<file path="config.mk">
export PLATFORM = sky130hd
export DESIGN_NAME = lif_neuron_ctrl
export DESIGN_NICKNAME = d
export VERILOG_FILES = /design/src/rtl/lif_neuron_ctrl.sv
export SDC_FILE = /design/constraint.sdc
export NUM_CORES = 1
export LEC_CHECK = 0
export ABC_AREA = 1
export CAP_MARGIN = 20
export CORE_ASPECT_RATIO = 0.6
export CORE_MARGIN = 10
export CORE_UTILIZATION = 56
export DETAILED_ROUTE_END_ITERATION = 6
export PLACE_DENSITY = 0.9
export SETUP_SLACK_MARGIN = 0.5
export SYNTH_ARGS = -nofsm -noshare
export SYNTH_HDL_FRONTEND = slang
export SYNTH_SLANG_ARGS = --single-unit
</file>
<file path="constraint.sdc">
create_clock -name clk -period 2.5 [get_ports clk]
set_input_delay 0.5 -clock clk [delete_from_list [all_inputs] [get_ports clk]]
set_output_delay 0.5 -clock clk [all_outputs]
set_load 0.1 [all_outputs]
</file>
<file path="src/rtl/lif_neuron_ctrl.sv">
// lif_neuron_ctrl: leaky integrate-and-fire neuron sequencer driving an external index counter
module lif_neuron_ctrl #(
    parameter int                    IDX_W      = 3,
    parameter int                    W_W        = 8,
    parameter int                    V_W        = 12,
    parameter logic signed [V_W-1:0] THRESH     = 100,
    parameter logic signed [V_W-1:0] V_RESET    = 0,
    parameter int                    LEAK_SHIFT = 3,
    parameter int                    REFRAC     = 2
) (
    input  logic                    clk,
    input  logic                    rst,
    input  logic                    start,
    input  logic [2**IDX_W-1:0]     in_spikes,
    input  logic signed [W_W-1:0]   weight_in,
    input  logic [IDX_W-1:0]        cnt_val,
    input  logic                    cnt_co,
    output logic                    cnt_init,
    output logic                    cnt_en,
    output logic                    busy,
    output logic                    done,
    output logic                    spike,
    output logic signed [V_W-1:0]   vmem
);
    typedef enum logic [2:0] {IDLE, LEAK, ACCUM, FIRE, REFR} state_t;
    state_t                  state_q;
    logic [2**IDX_W-1:0]     spikes_q;
    logic [3:0]              refrac_q;
    logic signed [V_W-1:0]   vmem_q, vmem_leak_d, vmem_acc_d;
    logic signed [V_W:0]     sum;
    logic                    done_q, spike_q;
    // leak and saturating weight accumulation candidates for vmem
    always_comb begin
        vmem_leak_d = vmem_q - (vmem_q >>> LEAK_SHIFT);
        sum         = {vmem_q[V_W-1], vmem_q} + {{(V_W+1-W_W){weight_in[W_W-1]}}, weight_in};
        vmem_acc_d  = (sum[V_W] != sum[V_W-1]) ? (sum[V_W] ? {1'b1, {(V_W-1){1'b0}}} : {1'b0, {(V_W-1){1'b1}}}) : sum[V_W-1:0];
    end
    assign cnt_init = (state_q == IDLE) && start && (refrac_q == 4'd0);
    assign cnt_en   = (state_q == ACCUM);
    assign busy     = (state_q != IDLE);
    assign done     = done_q;
    assign spike    = spike_q;
    assign vmem     = vmem_q;
    // time-step sequencer: leak, walk all synapses, fire or sit out a refractory step
    always_ff @(posedge clk or posedge rst) begin
        if (rst) begin
            state_q  <= IDLE;
            spikes_q <= '0;
            refrac_q <= 4'd0;
            vmem_q   <= '0;
            done_q   <= 1'b0;
            spike_q  <= 1'b0;
        end else begin
            done_q  <= 1'b0;
            spike_q <= 1'b0;
            case (state_q)
                IDLE: if (start) begin
                    if (refrac_q != 4'd0) state_q <= REFR;
                    else begin
                        spikes_q <= in_spikes;
                        state_q  <= LEAK;
                    end
                end
                LEAK: begin
                    vmem_q  <= vmem_leak_d;
                    state_q <= ACCUM;
                end
                ACCUM: begin
                    if (spikes_q[cnt_val]) vmem_q <= vmem_acc_d;
                    if (cnt_co) state_q <= FIRE;
                end
                FIRE: begin
                    done_q  <= 1'b1;
                    state_q <= IDLE;
                    if (vmem_q >= THRESH) begin
                        vmem_q   <= V_RESET;
                        refrac_q <= 4'(REFRAC);
                        spike_q  <= 1'b1;
                    end
                end
                REFR: begin
                    refrac_q <= refrac_q - 4'd1;
                    done_q   <= 1'b1;
                    state_q  <= IDLE;
                end
                default: state_q <= IDLE;
            endcase
        end
    end
endmodule

</file>
# --- Word-level counts from Yosys, hierarchy flattened ---
# Cells that the tools add are included.
# Widths: inputs -> output; s select.
word_totals:
  mem_bits_rw: 0
  ff_bits: 29
  rom_bits: 0
  output_inout_bits: 17
  word_cells: 50
  mem_count: 0
  latchBits: 0
classes:
  mux: 16
  n_addsub: 3
  div_mod_pow: 0
  eq_ne: 9
  multipliers: 0
  n_lt_le_gt_ge: 2
  bitwise_logic: 1
  shift: 0
  n_reduce_logical: 13
ops:
  columns: ["cell", "n"]
  rows:
  - ["$mux 12", 4]
  - ["$pmux 12 s3", 1]
  - ["$add 12x8->13", 1]
  - ["$ge 12x8->1 const B", 1]
  - ["$sub 12x9->12", 1]
  - ["$mux 3", 3]
  - ["$pmux 3 s3", 1]
  - ["$pmux 4 s2", 1]
  - ["$eq 3x2->1 const B", 2]
  - ["$ne 2x2->1 const B", 3]
  - ["$reduce_and 3->1", 2]
  - ["$reduce_bool 3->1", 2]
  - ["$logic_not 4->1", 1]
  - ["$lt 3x4->1 const B", 1]
  - ["$mux 1", 4]
  - ["$mux 4", 1]
  - ["$reduce_and 2->1", 2]
  - ["$reduce_bool 4->1", 1]
  - ["$sub 4x1->4 const B", 1]
  - ["$bmux 1 s3", 1]
  - ["$eq 3x1->1 const B", 1]
  - ["$eq 3x3->1 const B", 1]
  - ["$logic_not 3->1", 1]
  - ["$logic_and 1x1->1", 2]
  - ["other kinds (5)", 5]

# --- Depth between registers and ports, before layout ---
depth:
  ltp_word: 5
  mapped_depth: 16

# --- Least setup slack after synthesis ---
# No wires, ideal clock.
synth_timing:
  kind: "register -> register"
  start: "register state_q[2]"
  end: "register vmem_q[4] (netlist: vmem[4])"
  setup_ns: 0.075
  arrival_time_ns: 2.768
  path_buffers: 1
  setup_slack_ns: -0.343
  t_required_ns: 2.425
  stages_incl_launch_ff: 9
  period_less_slack_ns: 2.843
  cell_sequence: "dfrtp_1 > nor2_4 > inv_2 > nor2_1 > inv_1 > a21oi_2 > buf_6 > nand2_1 > a21oi_2"
synth_between:
  elab_chain_len: 3
  word_cells_on_any_way: 8
  classes_between: "5 x eq/ne; 1 x mux; 2 x reduce/logical"
synth_lines:
  columns: ["item", "line_no", "text"]
  rows:
  - ["start, declared", "26", "state_t state_q;"]
  - ["start signal, assigned", "47", "state_q <= IDLE;"]
  - ["start signal, assigned", "58", "if (refrac_q != 4'd0) state_q <= REFR;"]
  - ["start signal, assigned", "61", "state_q <= LEAK;"]
  - ["$eq 3x2->1 (*)", null, null]
  - ["named net cnt_en", "19", "output logic cnt_en,"]
  - ["$ne 2x1->1 (no line) or $reduce_bool 3->1 (tied branches)", null, null]
  - ["$reduce_and 3->1 (no line)", null, null]
  - ["end signal, assigned", "65", "vmem_q <= vmem_leak_d;"]
  - ["end signal, assigned", "69", "if (spikes_q[cnt_val]) vmem_q <= vmem_acc_d;"]
  - ["end, declared", "29", "logic signed [V_W-1:0] vmem_q, vmem_leak_d, vmem_acc_d;"]
# Mark *: on every way through the listed nets, which the timed path passes. The rest lies on a longest branch.
# A chain may end at the register's enable or synchronous reset.

# --- Worst setup path in the final report ---
layout_timing:
  start: "register vmem_q[7] (netlist: vmem[7])"
  end: "register vmem_q[9] (netlist: vmem[9])"
layout_between:
  elab_chain_len: 5
  word_cells_on_any_way: 10
  classes_between: "2 x add/sub; 1 x order compare; 2 x eq/ne; 4 x mux; 1 x reduce/logical"
layout_lines:
  columns: ["item", "line_no", "text"]
  rows:
  - ["$add 12x8->13", "35", "sum = {vmem_q[V_W-1], vmem_q} + {{(V_W+1-W_W){weight_in[W_W-1]}}, weight_in};"]
  - ["$mux 12 or $ne 1x1->1 (tied branches)", "36", "vmem_acc_d = (sum[V_W] != sum[V_W-1]) ? (sum[V_W] ? {1'b1, {(V_W-1){1'b0}}} : {1'b0, {(V_W-1){1'b1}}}) : sum[V ..."]
  - ["$mux 12", "36", null]
  - ["$mux 12", "69", null]
  - ["$pmux 12 s3", "56", "case (state_q)"]
# Several ways; a longest one is shown, not always the timed one. The select of a mux whose other input is x is not followed.

==> results.cfg <==
[sta]
fmaxAchievable_ghz = 0.419
maxSlewHeadroom_pct = 72.7
worstMarginPinSlew_ps = 410
rsz0062_at_grt = true
setup_viol_count_final = 0
slew_viol_final = 0
hold_violations = 0
fin_skew_ps = 11.2
layout_worst_path_cycle_share_pct = 95.4
period_minus_slack_ps = 2390

[route]
vias_per_cell = 6.75
vias = 3796
routedWlPerCell_um = 22.0
ant_nets = 0
drtPass1Iterations = 7
wl_mm = 12.4
drc = 36
drtIter0Drc = 706

[placed_design]
dp.cells = 526
dp_hpwl_mm = 6.45
place.port_buffers = 39
place_area_um2 = 3450
gp_congestion = 0.965

[cells_and_area]
layout_commonest_cell = nand2_1
final_net_count = 548
nFillCells = 237
register_area_um2 = 759
area_growth_pct = 47.0
mostFrequentLayoutCells = 88 x nand2_1, 63 x buf_4, 46 x inv_1
drive_above_1_share_pct = 35.9
final_cell_count_no_fill = 562
fin_area_um2 = 4080
multiInputGateArea_um2 = 2130
antenna_cells = 0
utilization_pct = 87.0

[synth]
synth_edf_count = 0
ys_seq_area_share_pct = 26.2
synth_area_leader_cell = dfrtp_1
synth_nets = 454
ys_ff_latch = 29
yosysWarnings = 0
netlist.area_leader.share_pct = 26.2
syn_area_per_cell_um2 = 6.86
ys_top_cells_by_area = dfrtp_1 26%, nand2_1 14%, ha_1 11%
synth_cells = 404
synth.distinct_cells = 36
synth_area_um2 = 2770
async_flop_share_pct = 100
ys.flop_type = dfrtp_1

[global_route]
track_usage_pct = 24.6
grt-ovfl-total = 0
grt_max_degree = 30
antenna_found_initial = 0
grt_pass1_vias = 3387
grt_pass1_wl_mm = 16.9

[floorplan]
die_y_um = 74.5
num_io_pins = 40
dieArea_um2 = 8250
fp.coreArea_um2 = 4680
floorplan.rows = 19
initial_core_util_pct = 59.2
dieWidth_um = 111

[clock_tree]
cts_made_buffers = 5
cts_tree = done
holdBufCountCts = 0
clk_pin_slew_ps = 80
cts.sinks = 29
cts_root_buf = clkbuf_8
cts_max_level = 2
clock_latency_ps = 300
clock_path_buffers = 2

[run_status]
violations = DRC
status = finished, violations left

[critical_path]
start_kind = register
worstPathRequired_ps = 2740
slowest_stage = dfrtp_2
critPathKind = register to register
cp_max_fo = 6
crit_path_end_kind = register
cpMostUsedCell = nand2_1
slowest_delay_ps = 490
critical_path.cell_chain = ha_2 -> nand2_1 -> nor2_2 -> nand2_1 -> nand2_2 -> nand2_2 -> nand2_2 -> nand2_4 -> a21oi_4 -> buf_6 -> nand2_2 -> nand2_1 -> nand2_1 -> nand2_1
arrival_ps = 2620

[flow_run]
cap_violations = 0

[worst_hold_path]
hold_path.class = register to register
==> worst paths after layout <==
kind	start	to	slack, ps	cells past startpoint
min	spikes_q[0]	spikes_q[0]	550	2
max in group asynchronous	rst	vmem[5]	1570	3
max	vmem[7]	vmem[9]	110	14
min in group asynchronous	rst	spikes_q[2]	590	3
min reg2reg	spikes_q[0]	spikes_q[0]	550	2
max reg2reg	vmem[7]	vmem[9]	110	14
==> metrics by stage <==
stage               hold slack [ps]  TNS (ps)  worst slack, ps
detailed placement              505     -3560             -349
floorplan                       480         0              292
global route                    544         0             66.0
finish                          547         0              114
global placement                491     -1860             -187
CTS                             522         0              360
==> sequential cells by signal (all words and copies together), names as in the netlist <==
signal    count
done          1
spike         1
vmem         12
spikes_q      8
refrac_q      4
state_q       3
==> area by class of cell <==
| cell class | instances | area share, % |
|---|---|---|
| Clock buffer | 7 | 2.36 |
| Clock inverter | 1 | 0.123 |
| Inverter | 54 | 5.16 |
| Multi-Input combinational cell | 315 | 52.3 |
| Sequential cell | 29 | 18.6 |
| Tap cell | 63 | 1.93 |
| Timing Repair Buffer | 93 | 19.5 |
==> cell usage after synthesis, types with 2 or more instances <==
master,number
nor2_1,50
nand2_1,107
inv_2,3
fa_1,2
buf_6,3
xnor2_1,5
dfrtp_1,29
nand2_2,7
o22ai_1,2
ha_1,25
o211ai_1,3
nand3_2,3
xor2_1,6
inv_1,51
nor3_1,2
nand4_1,9
o21ai_0,19
a21oi_2,11
a21oi_1,19
a211oi_1,2
nand3_1,24
nand3b_1,3
buf_2,3
mux2_2,4
==> logic make-up (layout without fill, tap and decap cells) <==
group | Yosys count | after routing | share of synthesized area, %
xor+xnor | 11 | 11 | 3.48
mux | 4 | 4 | 1.63
buf+inv | 60 | 155 | 9.07
flops | 29 | 29 | 26.2
fa+ha+maj | 27 | 27 | 12.7
compound gates | 64 | 64 | 14.3
simple gates | 209 | 209 | 32.6
==> layer usage <==
layer	track usage (%)	part of all wire, %	wire length (um)	up-vias
met4	9.34	6.3	784	0
met2	38.9	41	5030	452
li1	-	-	-	1513
met5	0	0	0	-
met3	8.03	17	2150	130
met1	30.9	36	4410	1701
==> worst max-delay path: cells and delay by family, from the launching register on <==
kind / cells / cell delay (ps)
compound gates: 1 / 200
buf+inv: 1 / 170
fa+ha+maj: 1 / 400
flops: 1 / 490
simple gates: 11 / 1070
==> what timing repair did <==
item,4_1_cts,5_1_grt
pin swaps,10,7
setup endpoints to repair,14,18
gates resized for setup,49,36
gates cloned,1,0
setup buffers,21,6
Power is not shown: default switching activity piles up to over one toggle a cycle in this logic, so the estimate is an artifact.
